==> config.mk <==
export PLATFORM = sky130hd
export DESIGN_NAME = rtmq_stack_drain_flat
export DESIGN_NICKNAME = d
export VERILOG_FILES = /design/src/rtl/rtmq_drain_pkg.sv /design/src/rtl/rtmq_stack_drain_if.sv /design/src/rtl/rtmq_drain_timer.sv /design/src/rtl/rtmq_stack_drain.sv /design/src/flat_wrapper.sv
export SDC_FILE = /design/constraint.sdc
export NUM_CORES = 1
export LEC_CHECK = 0
export ABC_CLOCK_PERIOD_IN_PS = 2050
export CORE_ASPECT_RATIO = 1.5
export CORE_UTILIZATION = 45
export DETAILED_ROUTE_END_ITERATION = 16
export PLACE_DENSITY = 0.73
export SKIP_CTS_REPAIR_TIMING = 1
export SYNTH_ARGS = -nofsm -noshare
export SYNTH_HDL_FRONTEND = slang
export SYNTH_SLANG_ARGS = --single-unit
==> constraint.sdc <==
create_clock -name clk -period 2.05 [get_ports clk]
set_input_delay 0.615 -clock clk [delete_from_list [all_inputs] [get_ports clk]]
set_output_delay 0.615 -clock clk [all_outputs]
set_load 0.02 [all_outputs]
==> src/rtl/rtmq_drain_pkg.sv <==
// Shared types and helpers for the rtmq stack drain engine: FSM state
// encoding, default stack pop latency, and the effective-period clamp.
package rtmq_drain_pkg;

  typedef enum logic [1:0] {
    ST_IDLE    = 2'd0,
    ST_LOAD    = 2'd1,
    ST_PRESENT = 2'd2,
    ST_WAIT    = 2'd3
  } state_t;

  localparam int unsigned POP_LAT_DEF = 2;

  // The period may never be shorter than the stack's pop-to-data latency
  // plus one, otherwise LOAD would capture a stale top-of-stack word.
  function automatic logic [31:0] calc_prd_e(input logic [31:0] prd,
                                             input int unsigned pop_lat);
    logic [31:0] floor_v;
    floor_v = pop_lat + 1;
    return (prd < floor_v) ? floor_v : prd;
  endfunction

endpackage

==> src/rtl/rtmq_stack_drain_if.sv <==
// Sample stream port of the drain engine: valid/ready handshake carrying
// one captured stack word per transfer.
interface rtmq_stack_drain_if #(
  parameter int W_DAT = 32
) ();

  logic [W_DAT-1:0] smp_dat;
  logic             smp_vld;
  logic             smp_rdy;

  modport master (output smp_dat, output smp_vld, input smp_rdy);
  modport slave  (input smp_dat, input smp_vld, output smp_rdy);

endinterface

==> src/rtl/rtmq_drain_timer.sv <==
// Loadable saturating down-counter that paces the drain engine.
// zero is high when the count is 0 at the end of the current cycle.
module rtmq_drain_timer #(
  parameter int W = 16
) (
  input  logic         clk,
  input  logic         rst_n,
  input  logic         load,
  input  logic [W-1:0] value,
  output logic         zero
);

  logic [W-1:0] cnt_q;

  // NOTE: sequential state uses non-blocking assignments so every flop
  // samples the pre-edge values of the others, independent of block order.
  always_ff @(posedge clk or negedge rst_n) begin
    if (!rst_n) begin
      cnt_q <= '0;
    end else if (load) begin
      cnt_q <= value;
    end else if (cnt_q != '0) begin
      cnt_q <= cnt_q - W'(1);
    end
  end

  // Looking one decrement ahead lets WAIT issue LOAD exactly prd_e cycles
  // after the previous LOAD.
  assign zero = (cnt_q <= W'(1));

endmodule

==> src/rtl/rtmq_stack_drain.sv <==
// Timed drain engine: pops cfg_cnt words off the BRAM stack and presents one
// per period on a valid/ready port. Define RTMQ_DRAIN_URUN_EN for underrun detection.
module rtmq_stack_drain
  import rtmq_drain_pkg::*;
#(
  parameter int          W_DAT   = 32,
  parameter int          W_CNT   = 16,
  parameter int          W_PRD   = 16,
  parameter int unsigned POP_LAT = POP_LAT_DEF
) (
  input  logic                     clk,
  input  logic                     rst_n,
  input  logic [W_CNT-1:0]         cfg_cnt,
  input  logic [W_PRD-1:0]         cfg_prd,
  input  logic                     start,
  input  logic                     abort,
  input  logic [W_DAT-1:0]         stk_dat,
  output logic                     stk_pop,
  rtmq_stack_drain_if.master       smp,
  output logic                     busy,
  output logic                     done,
  output logic                     urun
);

  state_t           state_q, state_d;
  logic [W_CNT-1:0] rem_q;
  logic [W_PRD-1:0] prd_e_q;
  logic [W_DAT-1:0] dat_q;
  logic             done_q;
  logic             tmr_zero;
  logic             hs;
  logic             start_ok;

  assign hs       = (state_q == ST_PRESENT) && smp.smp_rdy;
  assign start_ok = (state_q == ST_IDLE) && start && !abort;

  rtmq_drain_timer #(.W(W_PRD)) u_timer (
    .clk   (clk),
    .rst_n (rst_n),
    .load  (state_q == ST_LOAD),
    .value (prd_e_q - W_PRD'(1)),
    .zero  (tmr_zero)
  );

  always_ff @(posedge clk or negedge rst_n) begin
    if (!rst_n) state_q <= ST_IDLE;
    else        state_q <= state_d;
  end

  // NOTE: every combinational output gets a default first, so no path
  // through the case can leave it unassigned and infer a latch.
  always_comb begin
    state_d = state_q;
    if (abort) begin
      state_d = ST_IDLE;
    end else begin
      unique case (state_q)
        ST_IDLE:    if (start && cfg_cnt != '0) state_d = ST_LOAD;
        ST_LOAD:    state_d = ST_PRESENT;
        ST_PRESENT: if (hs) state_d = (rem_q == '0) ? ST_IDLE : ST_WAIT;
        ST_WAIT:    if (tmr_zero) state_d = ST_LOAD;
        default:    state_d = ST_IDLE;
      endcase
    end
  end

  always_comb begin
    stk_pop     = 1'b0;
    smp.smp_vld = 1'b0;
    busy        = 1'b0;
    stk_pop     = (state_q == ST_LOAD);
    smp.smp_vld = (state_q == ST_PRESENT);
    busy        = (state_q != ST_IDLE);
  end

  always_ff @(posedge clk or negedge rst_n) begin
    if (!rst_n) begin
      rem_q   <= '0;
      prd_e_q <= '0;
      dat_q   <= '0;
      done_q  <= 1'b0;
    end else begin
      done_q <= 1'b0;
      if (start_ok) begin
        rem_q   <= cfg_cnt;
        prd_e_q <= W_PRD'(calc_prd_e(32'(cfg_prd), POP_LAT));
        done_q  <= (cfg_cnt == '0);
      end
      if (state_q == ST_LOAD) begin
        dat_q <= stk_dat;
        rem_q <= rem_q - W_CNT'(1);
      end
      if (hs && rem_q == '0 && !abort) done_q <= 1'b1;
    end
  end

  assign smp.smp_dat = dat_q;
  assign done        = done_q;

`ifdef RTMQ_DRAIN_URUN_EN
  logic urun_q;

  // The sample is late once its slot expires while still unaccepted.
  always_ff @(posedge clk or negedge rst_n) begin
    if (!rst_n) begin
      urun_q <= 1'b0;
    end else if (start_ok) begin
      urun_q <= 1'b0;
    end else if (state_q == ST_PRESENT && !smp.smp_rdy && tmr_zero && !abort) begin
      urun_q <= 1'b1;
    end
  end

  assign urun = urun_q;
`else
  assign urun = 1'b0;
`endif

endmodule

==> src/flat_wrapper.sv <==
// flat-port wrapper written by rule: the top's interface ports become plain ports
module rtmq_stack_drain_flat import rtmq_drain_pkg::*;
#(
  parameter int          W_DAT   = 32,
  parameter int          W_CNT   = 16,
  parameter int          W_PRD   = 16,
  parameter int unsigned POP_LAT = POP_LAT_DEF
)
  (clk, rst_n, cfg_cnt, cfg_prd, start, abort, stk_dat, stk_pop, busy, done, urun, smp_smp_dat, smp_smp_vld, smp_smp_rdy);
  rtmq_stack_drain_if #(.W_DAT(W_DAT)) smp_i ();
  input  logic clk;
  input  logic rst_n;
  input  logic [W_CNT-1:0] cfg_cnt;
  input  logic [W_PRD-1:0] cfg_prd;
  input  logic start;
  input  logic abort;
  input  logic [W_DAT-1:0] stk_dat;
  output logic stk_pop;
  output logic busy;
  output logic done;
  output logic urun;
  output wire logic [$bits(smp_i.smp_dat)-1:0] smp_smp_dat;
  output wire logic [$bits(smp_i.smp_vld)-1:0] smp_smp_vld;
  input wire logic [$bits(smp_i.smp_rdy)-1:0] smp_smp_rdy;
  assign smp_smp_dat = smp_i.smp_dat;
  assign smp_smp_vld = smp_i.smp_vld;
  assign smp_i.smp_rdy = smp_smp_rdy;
  rtmq_stack_drain #(.W_DAT(W_DAT), .W_CNT(W_CNT), .W_PRD(W_PRD), .POP_LAT(POP_LAT)) u_core (.clk(clk), .rst_n(rst_n), .cfg_cnt(cfg_cnt), .cfg_prd(cfg_prd), .start(start), .abort(abort), .stk_dat(stk_dat), .stk_pop(stk_pop), .smp(smp_i), .busy(busy), .done(done), .urun(urun));
endmodule
# Yosys cells after proc, flatten, opt, wreduce, memory -nomap -nowiden
# Index checks and enable logic that the tools add are counted.
[totals] register_bits=83 latchBits=0 mem_bits_rw=0 mem_bits_ro=0 out_inout_bits=37 n_memories=0
[op_classes] n_addsub=3 multipliers=0 div_mod_pow=0 magnitude_cmp=2 n_eq_ne=6 shift=0 muxes=13 bitwise_logic=0 n_reduce_logical=16
[op_table] op="16-bit 2-to-1 mux" n=5
[op_table] op="16-bit by 1-bit subtractor with 16-bit output, second input constant" n=3
[op_table] op="16-bit zero test" n=2
[op_table] op="16-bit nonzero test" n=2
[op_table] op="16-bit by 1-bit less-or-equal comparator with 1-bit output, second input constant" n=1
[op_table] op="16-bit by 2-bit < comparator with 1-bit output, second input constant" n=1
[op_table] op="2-bit 2-to-1 mux" n=5
[op_table] op="2-bit case mux with 4 select lines" n=1
[op_table] op="1-bit logical AND" n=6
[op_table] op="3-bit by 2-bit inequality test with 1-bit output, second input constant" n=2
[op_table] op="2-bit nonzero test" n=3
[op_table] op="2-bit == test, second input constant" n=2
[op_table] op="3-bit inequality test, second input constant" n=1
[op_table] op="3-bit AND reduction" n=1
[op_table] op="2-bit by 1-bit == test with 1-bit output, second input constant" n=1
[op_table] op="2-bit zero test" n=1
[op_table] op="1-bit 2-to-1 mux" n=2
[op_table] op="1-bit zero test" n=1

# Longest topological paths before layout
# Gate-level depths: netlist of run 1.
[logic_depth] depth_word=5 ltp_mapped=8 ltp_nobuf=7

# Hierarchy
# From an unflattened synthesis of run 1, not the netlist that was laid out.
[unflattened] hier_cells=436 hier_area_um2=4357.9
[by_module_without_submodules] module="rtmq_stack_drain" instances=1 cells_per_inst=322 area_each_um2=3353.2 seq_area_each_um2=1676.6
[by_module_without_submodules] module="rtmq_drain_timer" instances=1 cells_per_inst=114 area_each_um2=1004.7 seq_area_each_um2=400.4

# Worst setup path after synthesis of run 1
# No wires, ideal clock.
[synth_timing] path_type="flip-flop to flip-flop" from="reg u_core.state_q[1]" to="reg u_core.rem_q[5]" setup_ns=0.136 arrival_time_ns=1.768 required_time_ns=1.914 path_slack_ns=0.146 stages_incl_launch_ff=7 cell_sequence="dfrtp_1 inv_1 ha_1 clkbuf_1 clkbuf_1 clkbuf_1 o21ai_0"
[synth_via] elab_cells_between_ends=6
[synth_rtl] item="start: declaration" line="rtmq_stack_drain.sv:25" text="state_t state_q, state_d;"
[synth_rtl] item="start signal: assignment" line="rtmq_stack_drain.sv:47" text="else state_q <= state_d;"
[synth_rtl] item="2-bit by 1-bit == test with 1-bit output (*)"
[synth_rtl] item="named net stk_pop" line="flat_wrapper.sv:18" text="output logic stk_pop;"
[synth_rtl] item="16-bit 2-to-1 mux or 2-bit nonzero test (tied branches)"
[synth_rtl] item="end signal: assignment" line="rtmq_stack_drain.sv:85" text="rem_q <= cfg_cnt;"
[synth_rtl] item="end signal: assignment" line="rtmq_stack_drain.sv:91" text="rem_q <= rem_q - W_CNT'(1);"
[synth_rtl] item="end: declaration" line="rtmq_stack_drain.sv:26" text="logic [W_CNT-1:0] rem_q;"
# Mark *: on every way through the listed nets, which the timed path passes. The rest lies on a longest branch.
# A chain may end at the register's enable or synchronous reset.

# Worst setup path in the final report of run 1
[layout_timing] from="in cfg_cnt[3]" to="reg u_core.state_q[0]"
[layout_via] elab_chain_len=4
[layout_rtl] item="start: declaration" line="flat_wrapper.sv:13" text="input logic [W_CNT-1:0] cfg_cnt;"
[layout_rtl] item="16-bit nonzero test" line="rtmq_stack_drain.sv:58" text="ST_IDLE: if (start && cfg_cnt != '0) state_d = ST_LOAD;"
[layout_rtl] item="1-bit logical AND" line="rtmq_stack_drain.sv:58"
[layout_rtl] item="3-bit inequality test (no line)"
[layout_rtl] item="3-bit AND reduction (no line)"
# No other way between the ends.

==> impl_metrics.env, run 1 <==
export IMPL_status="finished clean"
export IMPL_p_leak_nw=2.56
export IMPL_num_fill_cells=764
export IMPL_cts_tree="done"
export IMPL_grt_pass1_vias=3708
export IMPL_crit_path_cell_trace="clkdlybuf4s50_1 -> nor4_4 -> buf_4 -> and4_4 -> a21oi_2 -> a211o_1 -> o31ai_1"
export IMPL_rsz0062_at_grt="no"
export IMPL_areaGrowthSynthToFinish_pct=40.4
export IMPL_clock_latency_ns=0.33
export IMPL_end_kind="register"
export IMPL_synth_area_leader_cell="dfrtp_1"
export IMPL_min_period_ns=1.95
export IMPL_drt_pass1_iter_count=4
export IMPL_die_area_um2=9910
export IMPL_synth_area_top_cells="dfrtp_1 49%, mux2_2 8.4%, nand2_1 5.8%"
export IMPL_crit_slowest_cell="clkdlybuf4s50_1"
export IMPL_grt_overflow=0
export IMPL_netlist_area_um2=4280
export IMPL_synth_area_per_cell_um2=10.4
export IMPL_synth_mux_area_frac=0.101
export IMPL_globalplace_congestion=0.810
export IMPL_async_flop_share=1.00
export IMPL_vias_per_cell=5.36
export IMPL_dp_hpwl_mm=7.55
export IMPL_fin_skew_ns=0.00243
export IMPL_synth_seq_cells=83
export IMPL_synth_fa_ha_area_frac=0.0292
export IMPL_synth_xor_area_frac=0.0778
export IMPL_grt_pass1_wl_mm=17.1
export IMPL_synth_top_family_by_area="simple AND/OR/NAND/NOR gates"
export IMPL_drive_above_1_share=0.175
export IMPL_cp_max_fo=3
export IMPL_dp_cells=650
export IMPL_rows=43
export IMPL_synth_compound_gate_area_share=0.0973
export IMPL_finalMaxSlewViolations=0
export IMPL_synthFlopType="dfrtp_1"
export IMPL_netlist_instances=413
export IMPL_timing_rr_start="u_core.prd_e_q[5]"
export IMPL_wl_per_cell_um=15.3
export IMPL_cts_max_level=3
export IMPL_synth_edff_count=0
export IMPL_startpoint="cfg_cnt[3]"
export IMPL_coreArea_um2=9250
export IMPL_synth_fp_nets=492
export IMPL_cts_root_buf="clkbuf_16"
export IMPL_synth_seq_area_share=0.485
export IMPL_antennaDiodeCount=0
export IMPL_setup_viol=0
export IMPL_arrival_ns=2.19
export IMPL_hp_class="in -> async"
export IMPL_ir_drop_v=0.000907
export IMPL_drt_wl_total_mm=10.2
export IMPL_cellPowerDensity_nw_per_um2=1380
export IMPL_io_buffers=104
export IMPL_io_pins=106
export IMPL_cts_made_buffers=9
export IMPL_vias=3562
export IMPL_hold_slack_ns=0.204
export IMPL_yosysWarningCount=0
export IMPL_ant_nets=0
export IMPL_fin_crit_sh=0.951
export IMPL_grt_max_degree=56
export IMPL_start_kind="input port"
export IMPL_relSlewSlack=0.579
export IMPL_start_util=0.463
export IMPL_fp_dieH_um=121
export IMPL_required_ns=2.29
export IMPL_final_common_cell="clkdlybuf4s50_1"
export IMPL_drv_cap=0
export IMPL_grt_usage=0.226
export IMPL_critPathKind="in -> reg"
export IMPL_drcViolationCount=0
export IMPL_synth_cell_types=47
export IMPL_worst_path_largest_cell_delay_ns=0.46
export IMPL_nets=628
export IMPL_drt_initial_drc_count=130
export IMPL_synth_top_area_frac=0.485
export IMPL_hold_violations=0
export IMPL_synthSimpleGateAreaFrac=0.184
export IMPL_antenna_found_initial=0
export IMPL_cts_reportedPaths_clkPinSlew_ns=0.06
export IMPL_layout_common_cells="99 x clkdlybuf4s50_1, 83 x dfrtp_1, 66 x nand2_1, 38 x buf_4, 32 x mux2_2"
export IMPL_cts_sinks=83
export IMPL_die_x_um=81.6
export IMPL_clock_path_buffers=2
export IMPL_worst_slew_pin_slew_ns=0.623
export IMPL_layoutNonFillerInstCount=665
export IMPL_fmax_mhz=513
-- flip-flops by register name, summed over array words and instances (netlist names) --
name                  flops
u_core.prd_e_q           16
u_core.smp.smp_dat       32
u_core.rem_q             16
u_core.state_q            2
u_core.u_timer.cnt_q     16
u_core.done               1
-- report_power, final --
| group | internal, mW | switching [mW] |
|---|---|---|
| clock | 0.934 | 0.609 |
| sequential | 2.40 | 0.652 |
| combinational | 1.92 | 1.78 |
| total | 5.25 | 3.04 |
-- final cells by class --
cell class                 count  area [um^2]  share of cell area
multi-input combinational    302         2130               0.354
sequential                    83         2080               0.346
timing repair buffer         142         1350               0.224
clock buffer                  12          236              0.0394
tap                          112          140              0.0233
inverter                      11         41.3             0.00687
clock inverter                 3         40.0             0.00666
-- cell families after synthesis --
family / count (synthesis)
adder cells (fa/ha/maj): 10
XOR/XNOR: 38
flip-flops: 83
AO/OA/AOI/OAI: 61
other: 1
AND/OR/NAND/NOR: 153
buffers and inverters: 28
multiplexers: 39
-- Yosys cell counts, types with 2 or more instances --
cell / count
ha_1: 10
mux2i_1: 7
xor2_1: 14
nand2b_1: 2
nor2_1: 20
nand4_1: 3
o21ai_0: 9
nor4_1: 14
nand2_1: 66
o2bb2ai_1: 7
nand3b_1: 4
inv_1: 11
a21oi_1: 13
and2_1: 9
clkbuf_1: 13
a211o_1: 2
a211oi_1: 12
mux2_2: 32
dfrtp_1: 83
nor3b_2: 2
nor4b_1: 2
buf_1: 3
nand3_1: 8
nor3_1: 11
nor4_2: 2
o21a_1: 3
xnor2_1: 24
o31ai_1: 8
-- path summary, 6_finish.rpt --
kind | to | slack, ns | depth (start not counted)
max | u_core.state_q[0] | 0.1 | 7
min | u_core.done | 0.20 | 1
max reg2reg | u_core.u_timer.cnt_q[11] | 0.11 | 5
min reg2reg | u_core.prd_e_q[15] | 0.49 | 2
max in group asynchronous | u_core.prd_e_q[14] | 1.28 | 2
min in group clk | u_core.prd_e_q[15] | 0.49 | 2
-- layer usage --
layer  routed length (um)  up-vias  GRT usage
li1                     -     1721          -
met1                 4080     1743      0.262
met2                 5440       81      0.390
met3                  434       17     0.0519
met4                  240        0     0.0976
met5                    0        -          0
-- worst max-delay path, delay by kind of cell --
family,cells,cell delay [ns]
AO/OA/AOI/OAI,3,0.42
buffers and inverters,2,0.61
AND/OR/NAND/NOR,2,0.53
-- stage by stage --
| step | setup TNS, ns | util | power (mW) | cell area, um^2 | setup WS, ns |
|---|---|---|---|---|---|
| 6_report | 0 | 0.649 | 8.29 | 6010 | 0.100 |
| 5_1_grt | 0 | 0.649 | 8.83 | 6010 | 0.0119 |
| 4_1_cts | -0.975 | 0.646 | 8.34 | 5980 | -0.289 |
| 3_5_place_dp | -1.19 | 0.616 | 6.75 | 5700 | -0.498 |
| 3_3_place_gp | -1.07 | 0.616 | 6.63 | 5700 | -0.464 |
| 2_1_floorplan | 0 | - | 5.23 | 4280 | 0.146 |
(Power assumes the default switching activity.)
==> run 2: changes to the inputs <==
--- a/config.mk
+++ b/config.mk
@@ -9,6 +9,7 @@
 export CORE_ASPECT_RATIO = 1.5
 export CORE_UTILIZATION = 45
 export DETAILED_ROUTE_END_ITERATION = 16
+export GPL_TIMING_DRIVEN = 0
 export PLACE_DENSITY = 0.73
 export SKIP_CTS_REPAIR_TIMING = 1
 export SYNTH_ARGS = -nofsm -noshare
==> impl_metrics.env, run 2 (synthesized netlist as in run 1, its figures left out) <==
export IMPL_fin_skew_ns=0.00658
export IMPL_num_fill_cells=773
export IMPL_dp_cells=630
export IMPL_vias=3536
export IMPL_hold_violations=0
export IMPL_worst_slack_ns=0.0618
export IMPL_cts_sinks=83
export IMPL_critPathKind="in -> reg"
export IMPL_die_area_um2=9910
export IMPL_die_x_um=81.6
export IMPL_arrival_ns=2.21
export IMPL_io_pins=106
export IMPL_worst_path_largest_cell_delay_ns=0.52
export IMPL_final_common_cell="clkdlybuf4s50_1"
export IMPL_grt_overflow=0
export IMPL_dp_hpwl_mm=7.77
export IMPL_layoutNonFillerInstCount=653
export IMPL_io_buffers=104
export IMPL_nets=615
export IMPL_drt_pass1_iter_count=4
export IMPL_antenna_found_initial=0
export IMPL_antennaDiodeCount=0
export IMPL_globalplace_congestion=0.886
export IMPL_timing_rr_start="u_core.prd_e_q[2]"
export IMPL_fmax_mhz=503
export IMPL_crit_slowest_cell="clkdlybuf4s50_1"
export IMPL_finalSetupTns_ns=0
export IMPL_finalMaxSlewViolations=0
export IMPL_largest_reg_flops=32
export IMPL_clock_path_buffers=2
export IMPL_drive_above_1_share=0.157
export IMPL_fp_dieH_um=121
export IMPL_start_kind="input port"
export IMPL_grt_pass1_vias=3650
export IMPL_grt_max_degree=53
export IMPL_ir_drop_v=0.000879
export IMPL_hp_class="in -> async"
export IMPL_startpoint="start"
export IMPL_setup_viol=0
export IMPL_required_ns=2.27
export IMPL_cts_max_level=3
export IMPL_drt_initial_drc_count=244
export IMPL_grt_usage=0.232
export IMPL_clock_latency_ns=0.34
export IMPL_relSlewSlack=0.644
export IMPL_min_period_ns=1.99
export IMPL_cp_max_fo=10
export IMPL_final_cell_area_um2=5950
export IMPL_vias_per_cell=5.42
export IMPL_layout_common_cells="99 x clkdlybuf4s50_1, 82 x dfrtp_1, 66 x nand2_1, 32 x mux2_2, 24 x xnor2_1"
export IMPL_cts_tree="done"
export IMPL_rows=43
export IMPL_p_leak_nw=2.50
export IMPL_wl_per_cell_um=16.1
export IMPL_cts_reportedPaths_clkPinSlew_ns=0.06
export IMPL_crit_path_cell_trace="clkdlybuf4s50_1 -> nand3b_1 -> buf_4 -> clkbuf_2 -> and2_1 -> a211oi_1 -> a21oi_1"
export IMPL_preCtsSetupSlack_ns=-0.685
export IMPL_end_kind="register"
export IMPL_status="finished clean"
export IMPL_cts_root_buf="clkbuf_16"
export IMPL_start_util=0.463
export IMPL_cellPowerDensity_nw_per_um2=1430
export IMPL_grt_pass1_wl_mm=17.2
export IMPL_ant_nets=0
export IMPL_fin_crit_sh=0.970
export IMPL_drv_cap=0
export IMPL_drcViolationCount=0
export IMPL_worst_slew_pin_slew_ns=0.527
export IMPL_placed_cell_area_um2=5490
export IMPL_areaGrowthSynthToFinish_pct=39.0
export IMPL_cts_made_buffers=9
export IMPL_coreArea_um2=9250
export IMPL_drt_wl_total_mm=10.5
[run 2: worst paths after layout]
check	to	slack, ns	cells after the start
worst min-delay path	u_core.rem_q[12]	0.22	1
max in group asynchronous	u_core.prd_e_q[4]	1.23	2
worst max-delay path	u_core.rem_q[10]	0.06	7
worst min register to register	u_core.u_timer.cnt_q[0]	0.50	1
worst max register to register	u_core.u_timer.cnt_q[11]	0.09	5
min in group clk	u_core.u_timer.cnt_q[0]	0.50	1
[run 2: critical path, delay by kind of cell]
kind | cells | cell delay, ns
AO/OA/AOI/OAI | 2 | 0.30
buffers and inverters | 3 | 0.91
AND/OR/NAND/NOR | 2 | 0.37
[run 2: area by class of cell]
cell class | count | area, um^2 | area share
well taps | 112 | 140 | 0.0236
clock buffers | 11 | 253 | 0.0425
clock inverters | 5 | 85.1 | 0.0143
inverters | 11 | 41.3 | 0.00694
repair buffers | 112 | 1130 | 0.191
plain buffers | 17 | 81.3 | 0.0137
flip-flops and latches | 83 | 2080 | 0.349
multi-input cells | 302 | 2140 | 0.359
[run 2: power breakdown]
part | switching [mW] | internal (mW) | total [mW]
Sequential | 0.694 | 2.40 | 3.09
Combinational | 1.79 | 1.85 | 3.63
Clock | 0.663 | 1.14 | 1.80
Total | 3.14 | 5.38 | 8.52
[run 2: per-layer routing]
layer / track usage / wire, um
met1: 0.268 / 4150
met2: 0.402 / 5600
met3: 0.0586 / 541
met4: 0.0888 / 223
met5: 0 / 0
[run 2: per-stage QoR]
| step | total power, mW | util | hold slack, ns |
|---|---|---|---|
| floorplan | 5.23 | - | 0.319 |
| global placement | 6.51 | 0.590 | 0.489 |
| detailed placement | 6.64 | 0.593 | 0.494 |
| CTS | 8.47 | 0.629 | 0.233 |
| global route | 9.06 | 0.643 | 0.254 |
| finish | 8.52 | 0.643 | 0.216 |
==> run 3: changes to the inputs <==
--- a/config.mk
+++ b/config.mk
@@ -8,6 +8,7 @@
 export ABC_CLOCK_PERIOD_IN_PS = 2050
 export CORE_ASPECT_RATIO = 1.5
 export CORE_UTILIZATION = 45
+export CTS_CLUSTER_DIAMETER = 150
 export DETAILED_ROUTE_END_ITERATION = 16
 export GPL_TIMING_DRIVEN = 0
 export PLACE_DENSITY = 0.73
==> results of run 3 <==
The final DEF is identical to that of run 2; final timing and power are the same.
